<file path="config.mk">
export PLATFORM = sky130hd
export DESIGN_NAME = alu_issue_queue
export DESIGN_NICKNAME = d
export VERILOG_FILES = /design/src/rtl/alu_pkg.sv /design/src/rtl/alu_iq_src.sv /design/src/rtl/alu_issue_queue.sv
export SDC_FILE = /design/constraint.sdc
export NUM_CORES = 2
export LEC_CHECK = 0
export CORE_ASPECT_RATIO = 0.9
export CORE_MARGIN = 5
export CORE_UTILIZATION = 62
export CTS_CLUSTER_SIZE = 25
export DETAILED_ROUTE_END_ITERATION = 12
export GPL_TIMING_DRIVEN = 0
export PLACE_DENSITY = 0.87
export SETUP_SLACK_MARGIN = 0.5
export SYNTH_ARGS = -nofsm -noshare
export SYNTH_HDL_FRONTEND = slang
export SYNTH_SLANG_ARGS = --single-unit
</file>
<file path="constraint.sdc">
create_clock -name clk_i -period 4.8 [get_ports clk_i]
set_clock_uncertainty 0.15 [all_clocks]
set_input_delay 0.96 -clock clk_i [delete_from_list [all_inputs] [get_ports clk_i]]
set_output_delay 0.96 -clock clk_i [all_outputs]
set_load 0.1 [all_outputs]
</file>
<file path="src/rtl/alu_pkg.sv">
// alu_pkg: shared definitions for the ALU issue queue.
//   - ALU op-code constants.
//   - Default datapath widths and the derived physical-register tag width PREG_IDX_SIZE.
//   - iq_src_t / iq_entry_t: layout of one source operand and of one queue entry.
//   - src_wakeup: applies a writeback broadcast to a single source operand.
package alu_pkg;

    localparam logic [3:0] ALU_AND = 4'b0000;
    localparam logic [3:0] ALU_ADD = 4'b0010;
    localparam logic [3:0] ALU_SUB = 4'b0110;
    localparam logic [3:0] ALU_XOR = 4'b1000;
    localparam logic [3:0] ALU_SRA = 4'b1001;

    localparam int unsigned IQ_WORD_SIZE   = 32;
    localparam int unsigned IQ_NUM_P_REGS  = 64;
    localparam int unsigned IQ_ALU_OP_SIZE = 4;
    localparam int unsigned PREG_IDX_SIZE  = $clog2(IQ_NUM_P_REGS);

    typedef struct packed {
        logic [PREG_IDX_SIZE-1:0] tag;
        logic                     rdy;
        logic [IQ_WORD_SIZE-1:0]  data;
    } iq_src_t;

    typedef struct packed {
        logic [IQ_ALU_OP_SIZE-1:0] op;
        iq_src_t                   src0;
        iq_src_t                   src1;
        logic [PREG_IDX_SIZE-1:0]  dst_tag;
    } iq_entry_t;

    // A waiting source whose tag is being broadcast becomes ready with the broadcast value.
    function automatic iq_src_t src_wakeup(input iq_src_t                  src,
                                           input logic                     wb_valid,
                                           input logic [PREG_IDX_SIZE-1:0] wb_tag,
                                           input logic [IQ_WORD_SIZE-1:0]  wb_data);
        iq_src_t res;
        res = src;
        if (!src.rdy && wb_valid && (src.tag == wb_tag)) begin
            res.rdy  = 1'b1;
            res.data = wb_data;
        end
        return res;
    endfunction

endpackage

</file>
<file path="src/rtl/alu_iq_src.sv">
// alu_iq_src: per-operand wakeup logic for one source of one issue-queue slot (combinational).
//   i_src       stored operand (tag / rdy / data)
//   i_wb_*      writeback broadcast (valid, tag, data)
//   o_src_next  operand value to store at the next edge (woken if the broadcast matches)
//   o_sel_rdy   readiness seen by the select logic this cycle
//   o_sel_data  operand value presented on the issue port this cycle
// Optional macro ALU_IQ_WB_BYPASS_EN: a broadcast hit counts as ready in the same cycle and the
// broadcast value is forwarded to the issue port.
module alu_iq_src
    import alu_pkg::*;
(
    input  iq_src_t                  i_src,
    input  logic                     i_wb_valid,
    input  logic [PREG_IDX_SIZE-1:0] i_wb_tag,
    input  logic [IQ_WORD_SIZE-1:0]  i_wb_data,
    output iq_src_t                  o_src_next,
    output logic                     o_sel_rdy,
    output logic [IQ_WORD_SIZE-1:0]  o_sel_data
);

    logic w_hit;

    assign w_hit = i_wb_valid && !i_src.rdy && (i_src.tag == i_wb_tag);

    always_comb begin
        o_src_next = i_src;
        if (w_hit) begin
            o_src_next.rdy  = 1'b1;
            o_src_next.data = i_wb_data;
        end
    end

`ifdef ALU_IQ_WB_BYPASS_EN
    assign o_sel_rdy  = i_src.rdy || w_hit;
    assign o_sel_data = w_hit ? i_wb_data : i_src.data;
`else
    assign o_sel_rdy  = i_src.rdy;
    assign o_sel_data = i_src.data;
`endif

endmodule

</file>
<file path="src/rtl/alu_issue_queue.sv">
// alu_issue_queue: age-ordered collapsing issue queue feeding the ALU.
//   clk_i, rst_i (sync, active high), flush_i      control
//   dispatch_*                                      renamed op from dispatch (valid/ready)
//   wb_valid_i, wb_tag_i, wb_data_i                 writeback broadcast for operand wakeup
//   issue_*                                         oldest fully-ready op to the ALU (valid/ready)
// Slot 0 is the oldest entry; valid entries occupy slots 0..count-1.
// Optional macro ALU_IQ_WB_BYPASS_EN: same-cycle broadcast makes an op issuable immediately.
// The entry layout follows the alu_pkg widths; parameter overrides must match the package.
module alu_issue_queue
    import alu_pkg::*;
#(
    parameter int unsigned WORD_SIZE   = IQ_WORD_SIZE,
    parameter int unsigned NUM_P_REGS  = IQ_NUM_P_REGS,
    parameter int unsigned ALU_OP_SIZE = IQ_ALU_OP_SIZE,
    parameter int unsigned IQ_DEPTH    = 8,
    localparam int unsigned PREG_W     = $clog2(NUM_P_REGS)
) (
    input  logic                   clk_i,
    input  logic                   rst_i,
    input  logic                   flush_i,
    input  logic                   dispatch_valid_i,
    output logic                   dispatch_ready_o,
    input  logic [ALU_OP_SIZE-1:0] dispatch_alu_op_i,
    input  logic [PREG_W-1:0]      dispatch_src0_tag_i,
    input  logic [PREG_W-1:0]      dispatch_src1_tag_i,
    input  logic                   dispatch_src0_rdy_i,
    input  logic                   dispatch_src1_rdy_i,
    input  logic [WORD_SIZE-1:0]   dispatch_src0_data_i,
    input  logic [WORD_SIZE-1:0]   dispatch_src1_data_i,
    input  logic [PREG_W-1:0]      dispatch_dst_tag_i,
    input  logic                   wb_valid_i,
    input  logic [PREG_W-1:0]      wb_tag_i,
    input  logic [WORD_SIZE-1:0]   wb_data_i,
    output logic                   issue_valid_o,
    input  logic                   issue_ready_i,
    output logic [ALU_OP_SIZE-1:0] issue_alu_op_o,
    output logic [WORD_SIZE-1:0]   issue_data0_o,
    output logic [WORD_SIZE-1:0]   issue_data1_o,
    output logic [PREG_W-1:0]      issue_dst_tag_o
);

    localparam int unsigned CNT_W = $clog2(IQ_DEPTH + 1);
    localparam int unsigned IDX_W = $clog2(IQ_DEPTH);

    iq_entry_t             r_entries [IQ_DEPTH];
    logic [CNT_W-1:0]      r_count;

    iq_src_t               w_src0_next [IQ_DEPTH];
    iq_src_t               w_src1_next [IQ_DEPTH];
    logic [IQ_DEPTH-1:0]   w_rdy0;
    logic [IQ_DEPTH-1:0]   w_rdy1;
    logic [WORD_SIZE-1:0]  w_data0 [IQ_DEPTH];
    logic [WORD_SIZE-1:0]  w_data1 [IQ_DEPTH];

    logic                  w_found;
    logic [IDX_W-1:0]      w_sel_idx;
    logic                  w_issue;
    logic                  w_dispatch;
    logic [CNT_W-1:0]      w_wr_idx;
    logic [CNT_W-1:0]      w_count_next;
    iq_src_t               w_disp_raw0;
    iq_src_t               w_disp_raw1;
    iq_entry_t             w_disp_entry;
    iq_entry_t             w_woken [IQ_DEPTH];
    iq_entry_t             w_next  [IQ_DEPTH];

    for (genvar g = 0; g < IQ_DEPTH; g++) begin : g_slot
        alu_iq_src u_src0 (
            .i_src      (r_entries[g].src0),
            .i_wb_valid (wb_valid_i),
            .i_wb_tag   (wb_tag_i),
            .i_wb_data  (wb_data_i),
            .o_src_next (w_src0_next[g]),
            .o_sel_rdy  (w_rdy0[g]),
            .o_sel_data (w_data0[g])
        );
        alu_iq_src u_src1 (
            .i_src      (r_entries[g].src1),
            .i_wb_valid (wb_valid_i),
            .i_wb_tag   (wb_tag_i),
            .i_wb_data  (wb_data_i),
            .o_src_next (w_src1_next[g]),
            .o_sel_rdy  (w_rdy1[g]),
            .o_sel_data (w_data1[g])
        );
    end

    assign dispatch_ready_o = (r_count < CNT_W'(IQ_DEPTH)) && !rst_i;
    assign w_dispatch       = dispatch_valid_i && dispatch_ready_o;
    assign w_issue          = w_found && issue_ready_i;

    // Oldest ready wins: scan from the top so the lowest index is written last.
    always_comb begin
        w_found   = 1'b0;
        w_sel_idx = '0;
        for (int i = IQ_DEPTH - 1; i >= 0; i--) begin
            if ((CNT_W'(i) < r_count) && w_rdy0[i] && w_rdy1[i]) begin
                w_found   = 1'b1;
                w_sel_idx = IDX_W'(i);
            end
        end
    end

    always_comb begin
        issue_valid_o   = 1'b0;
        issue_alu_op_o  = '0;
        issue_data0_o   = '0;
        issue_data1_o   = '0;
        issue_dst_tag_o = '0;
        if (w_found) begin
            issue_valid_o   = 1'b1;
            issue_alu_op_o  = r_entries[w_sel_idx].op;
            issue_data0_o   = w_data0[w_sel_idx];
            issue_data1_o   = w_data1[w_sel_idx];
            issue_dst_tag_o = r_entries[w_sel_idx].dst_tag;
        end
    end

    always_comb begin
        w_disp_raw0.tag  = dispatch_src0_tag_i;
        w_disp_raw0.rdy  = dispatch_src0_rdy_i;
        w_disp_raw0.data = dispatch_src0_data_i;
        w_disp_raw1.tag  = dispatch_src1_tag_i;
        w_disp_raw1.rdy  = dispatch_src1_rdy_i;
        w_disp_raw1.data = dispatch_src1_data_i;

        w_disp_entry.op      = dispatch_alu_op_i;
        w_disp_entry.src0    = src_wakeup(w_disp_raw0, wb_valid_i, wb_tag_i, wb_data_i);
        w_disp_entry.src1    = src_wakeup(w_disp_raw1, wb_valid_i, wb_tag_i, wb_data_i);
        w_disp_entry.dst_tag = dispatch_dst_tag_i;

        for (int i = 0; i < IQ_DEPTH; i++) begin
            w_woken[i].op      = r_entries[i].op;
            w_woken[i].src0    = w_src0_next[i];
            w_woken[i].src1    = w_src1_next[i];
            w_woken[i].dst_tag = r_entries[i].dst_tag;
            w_next[i]          = w_woken[i];
        end

        // Collapse over the issued slot, then append behind the surviving entries.
        if (w_issue) begin
            for (int i = 0; i < IQ_DEPTH - 1; i++) begin
                if (IDX_W'(i) >= w_sel_idx) begin
                    w_next[i] = w_woken[i+1];
                end
            end
            w_next[IQ_DEPTH-1] = '0;
        end

        w_wr_idx = w_issue ? (r_count - 1'b1) : r_count;
        if (w_dispatch) begin
            for (int i = 0; i < IQ_DEPTH; i++) begin
                if (CNT_W'(i) == w_wr_idx) begin
                    w_next[i] = w_disp_entry;
                end
            end
        end

        w_count_next = r_count + CNT_W'(w_dispatch) - CNT_W'(w_issue);
    end

    always_ff @(posedge clk_i) begin
        if (rst_i || flush_i) begin
            r_count <= '0;
            for (int i = 0; i < IQ_DEPTH; i++) begin
                r_entries[i] <= '0;
            end
        end else begin
            r_count <= w_count_next;
            for (int i = 0; i < IQ_DEPTH; i++) begin
                r_entries[i] <= w_next[i];
            end
        end
    end

endmodule

</file>
==> flow_summary.yaml, run 1 <==
status:
  firstError: "[ERROR GRT-0232] Routing congestion too high. Check the congestion heatmap in the GUI."
  lastStage: "global routing (5_1_grt)"
  outcome: "aborted with a tool error"
synthesis:
  synthTopCellsByCount: "dfxtp_1, clkbuf_1, nor3_1"
  synth_flop_cell: "dfxtp_1"
  ys_ff_latch: 708
  synth_async_sr_flop_share: 0
  netlist_instances: 5416
  synth.net_count: 5561
  synthMostInstantiatedCell: "dfxtp_1"
  yosysTopAreaCellShare: 0.329
  yosysTopAreaCell: "dfxtp_1"
  ys_warn_count: 0
  synth_cell_types: 67
  syn_area_per_cell_um2: 7.96
  ys_seq_area_frac: 0.329
  synth_edf_count: 0
  synthTopCellsByArea: "dfxtp_1, mux2i_1, nor3_1"
  netlist_area_um2: 43100
floorplanning:
  start_util: 0.627
  dieWidth_um: 288
  ioPinCount: 208
  rows: 91
  die_h_um: 260
clocking:
  clk_path_buf_depth: 3
  root_buffer: "clkbuf_16"
  numCtsBuffers: 78
  htreeDepth: 3
  cts_num_sinks: 708
placement:
  place_area_um2: 46400
  port_buffers: 178
  place_ws_ps: -2460
  gp_congestion: 1.17
  dpl.hpwl_um: 174000
global_routing:
  grt_max_degree: 14
  grt_remaining_overflow: 1
  grt_usage: 0.645
[kinds of logic after synthesis]
kind of cell | Yosys count | synth area share
AO/OA/AOI/OAI | 1942 | 0.314
AND/OR/NAND/NOR | 1501 | 0.160
buffers and inverters | 737 | 0.0721
flip-flops | 708 | 0.329
multiplexers | 405 | 0.0984
XOR/XNOR | 110 | 0.0224
adder cells (fa/ha/maj) | 13 | 0.00395
[layer usage]
metal | overflow | global-route usage
met5 | 0 | 0.201
met4 | 1 | 0.529
met3 | 0 | 0.496
met1 | 0 | 0.704
met2 | 0 | 0.789
[stage by stage]
step / cells / hold slack (ps) / utilization / setup TNS, ps
after CTS: 6692 / 348 / 0.733 / 0
after detailed placement: 6527 / 340 / 0.675 / -360930
after floorplan: 5416 / 314 / - / 0
after global placement: 6524 / 328 / 0.674 / -423270
[what timing repair did]
item | 4_1_cts
gates resized for setup | 813
pin swaps | 15
setup endpoints to repair | 783
buffers inserted | 21
gates cloned | 5
hold buffers | 0
==> inputs of run 2 (changes only) <==
==> config.mk (replaced) <==
export PLATFORM = sky130hd
export DESIGN_NAME = alu_issue_queue
export DESIGN_NICKNAME = d
export VERILOG_FILES = /design/src/rtl/alu_pkg.sv /design/src/rtl/alu_iq_src.sv /design/src/rtl/alu_issue_queue.sv
export SDC_FILE = /design/constraint.sdc
export NUM_CORES = 2
export LEC_CHECK = 0
export CORE_MARGIN = 5
export CORE_UTILIZATION = 40
export DETAILED_ROUTE_END_ITERATION = 12
export GPL_TIMING_DRIVEN = 0
export PLACE_DENSITY_LB_ADDON = 0.15
export SYNTH_ARGS = -nofsm -noshare
export SYNTH_HDL_FRONTEND = slang
export SYNTH_SLANG_ARGS = --single-unit
==> run 2 against run 1 <==
The flow now finishes, with violations (max-capacitance violations, max-slew violations, negative setup slack). Area after synthesis stayed put. Synthesized cell count stayed put.
==> flow_summary.yaml, run 2 <==
timing:
  hold_viol: 0
  grt_setup_unrepaired: "yes"
  timing.fmax_ghz: 0.202
  slew_violations: 74
  post-route-min-period_ps: 4940
  timing.final.crit_share: 1.03
  setup_violations: 35
  tightest_slew_ps: 1620
  slew_headroom: -0.0892
  final.setup.worst_slack_ps: -145
layout:
  final_common_cell: "dfxtp_1"
  drive_gt1_frac: 0.131
  largest_reg_flops: 704
  multi_input_area_um2: 26600
  fin_nets: 5875
  area_delta_synth_final_pct: 20.3
  final_util: 0.484
  regArea_um2: 14200
  fill_cells: 10800
  top_register: "r_entries"
  final_cell_mix: "dfxtp_1, clkbuf_1, nor3_1, nand2_1, o21ai_0"
  reg.largest.list: "r_entries: 704 flops, r_count: 4 flops"
drt:
  postRouteAntennaNets: 0
  routedWlPerCell_um: 37.0
  vias: 52200
  drt_iter0_drc: 9417
  drtPass1Iterations: 9
  vias_per_cell: 7.23
  totalWireLength_um: 268000
  drc: 0
global_routing:
  grt_pass1_vias: 47700
  grt_usage: 0.437
  grt_max_degree: 16
  grt_remaining_overflow: 0
  grt_pass1_wl_um: 367000
  grt_antenna_before_repair: 22
synthesis:
  synth_flop_cell: "dfxtp_1"
  netlist_instances: 5416
  yosysTopAreaCell: "dfxtp_1"
  ys_warn_count: 0
  yosysTopAreaCellShare: 0.329
  ys_seq_area_frac: 0.329
  netlist_area_um2: 43100
  synth_cell_types: 67
  synth_async_sr_flop_share: 0
  synthTopCellsByArea: "dfxtp_1, mux2i_1, nor3_1"
  synthTopCellsByCount: "dfxtp_1, clkbuf_1, nor3_1"
  syn_area_per_cell_um2: 7.96
  ys_ff_latch: 708
  synthMostInstantiatedCell: "dfxtp_1"
  synth_edf_count: 0
  synth.net_count: 5561
status:
  violations: "max-capacitance violations, max-slew violations, negative setup slack"
  outcome: "finished with violations"
floorplanning:
  die_h_um: 338
  ioPinCount: 208
  start_util: 0.403
  core_um2: 107000
  dieWidth_um: 338
  rows: 120
  die_area_um2: 114000
worst_setup_path:
  path_cells: "inv_4 > ha_4 > buf_6 > nand3b_1 > o21ba_4 > clkbuf_16 > a41o_1 > buf_8 > buf_12 > clkbuf_16 > a221oi_4 > buf_12"
  worstPathArrival_ps: 3830
  cp-start-kind: "register"
  cpMaxStageDelayCell: "a221oi_4"
  critPathMaxStageDelay_ps: 620
  ff2ff_setup_slack_ps: 60
  crit_family: "compound AO/OA/AOI/OAI gates"
  worstPathBufferInverterCount: 7
  worstSetupEndpointType: "output pin"
  worstPathRequired_ps: 3690
  crit_path_max_fanout: 7
  critical_path_class: "register to output pin"
clocking:
  numCtsBuffers: 89
  cts_tree: "yes"
  cts_num_sinks: 708
  path_clk_slew_ps: 60
  cts_hold_buf: 0
  root_buffer: "clkbuf_16"
  htreeDepth: 3
  clkLatencyLatePin_ps: 730
  clk_path_buf_depth: 3
power_and_ir_drop:
  peakVddDrop_mv: 0.232
  power.density_nw_per_um2: 272
  p_leak_nw: 16.6
  fin_total_pwr_mw: 14.1
placement:
  gp_congestion: 1.04
  port_buffers: 178
  dpl.hpwl_um: 196000
  place_ws_ps: -2850
hold_path:
  worstHoldPathType: "register to register"
job:
  cap_violations: 9
run 2: layout make-up:
| type | count | area share |
|---|---|---|
| flip-flops and latches | 708 | 0.274 |
| clock inverters | 22 | 0.00444 |
| multi-input cells | 3971 | 0.513 |
| well taps | 1403 | 0.0339 |
| inverters | 13 | 0.00118 |
| repair buffers | 231 | 0.0518 |
| clock buffers | 138 | 0.0508 |
| plain buffers | 716 | 0.0699 |
| diodes | 25 | 0.00121 |
run 2: layer usage:
| layer | GRT usage | vias up | routed length [um] |
|---|---|---|---|
| li1 | - | 21300 | - |
| met1 | 0.545 | 25200 | 99400 |
| met2 | 0.612 | 4556 | 106000 |
| met3 | 0.175 | 1143 | 39100 |
| met4 | 0.302 | 26 | 23100 |
| met5 | 0.00625 | - | 187 |
run 2: path summary, 6_finish.rpt:
kind | start | end | cells past startpoint
max | r_count[3]$_SDFF_PP0_ | issue_data1_o[29] | 12
min | r_entries[0][3]$_SDFF_PP0_ | r_entries[0][3]$_SDFF_PP0_ | 2
max reg2reg | r_entries[3][77]$_SDFF_PP0_ | r_entries[7][13]$_SDFF_PP0_ | 10
min reg2reg | r_entries[0][3]$_SDFF_PP0_ | r_entries[0][3]$_SDFF_PP0_ | 2
run 2: logic make-up after synthesis:
family          Yosys count  share of synthesized area
flops                   708                      0.329
fa+ha+maj                13                    0.00395
compound gates         1942                      0.314
xor+xnor                110                     0.0224
simple gates           1501                      0.160
buf+inv                 737                     0.0721
mux                     405                     0.0984
run 2: tightest hold or removal path: cells and delay by family (launching register included):
family             cells  cell delay, ps
DFF                    1             310
AOI/OAI and AO/OA      1              70
and+or+nand+nor        1              50
run 2: power by group:
part,switching [mW],internal [mW],total (mW)
clock network,3.06,3.93,6.99
logic,0.907,0.290,1.20
registers,0.0276,5.91,5.94
total,4.00,10.1,14.1
run 2: repair_timing:
action | CTS | global route
pin swaps | 10 | 28
endpoints found under the setup margin | 420 | 88
gates cloned | 1 | 2
endpoints found under the hold margin | 0 | 0
setup buffers | 11 | 34
resized for setup | 748 | 207
run 2: stage by stage:
stage	setup TNS (ps)	cell area, um2	cells	hold slack [ps]
2_1_floorplan	-148	43400	5416	314
3_3_place_gp	-381710	46900	6997	327
3_5_place_dp	-302000	47000	7001	331
4_1_cts	-187	50800	7166	341
5_1_grt	-586	51800	7212	366
6_report	-1060	51800	7227	342
No activity file was read; power rests on OpenSTA's default activity.
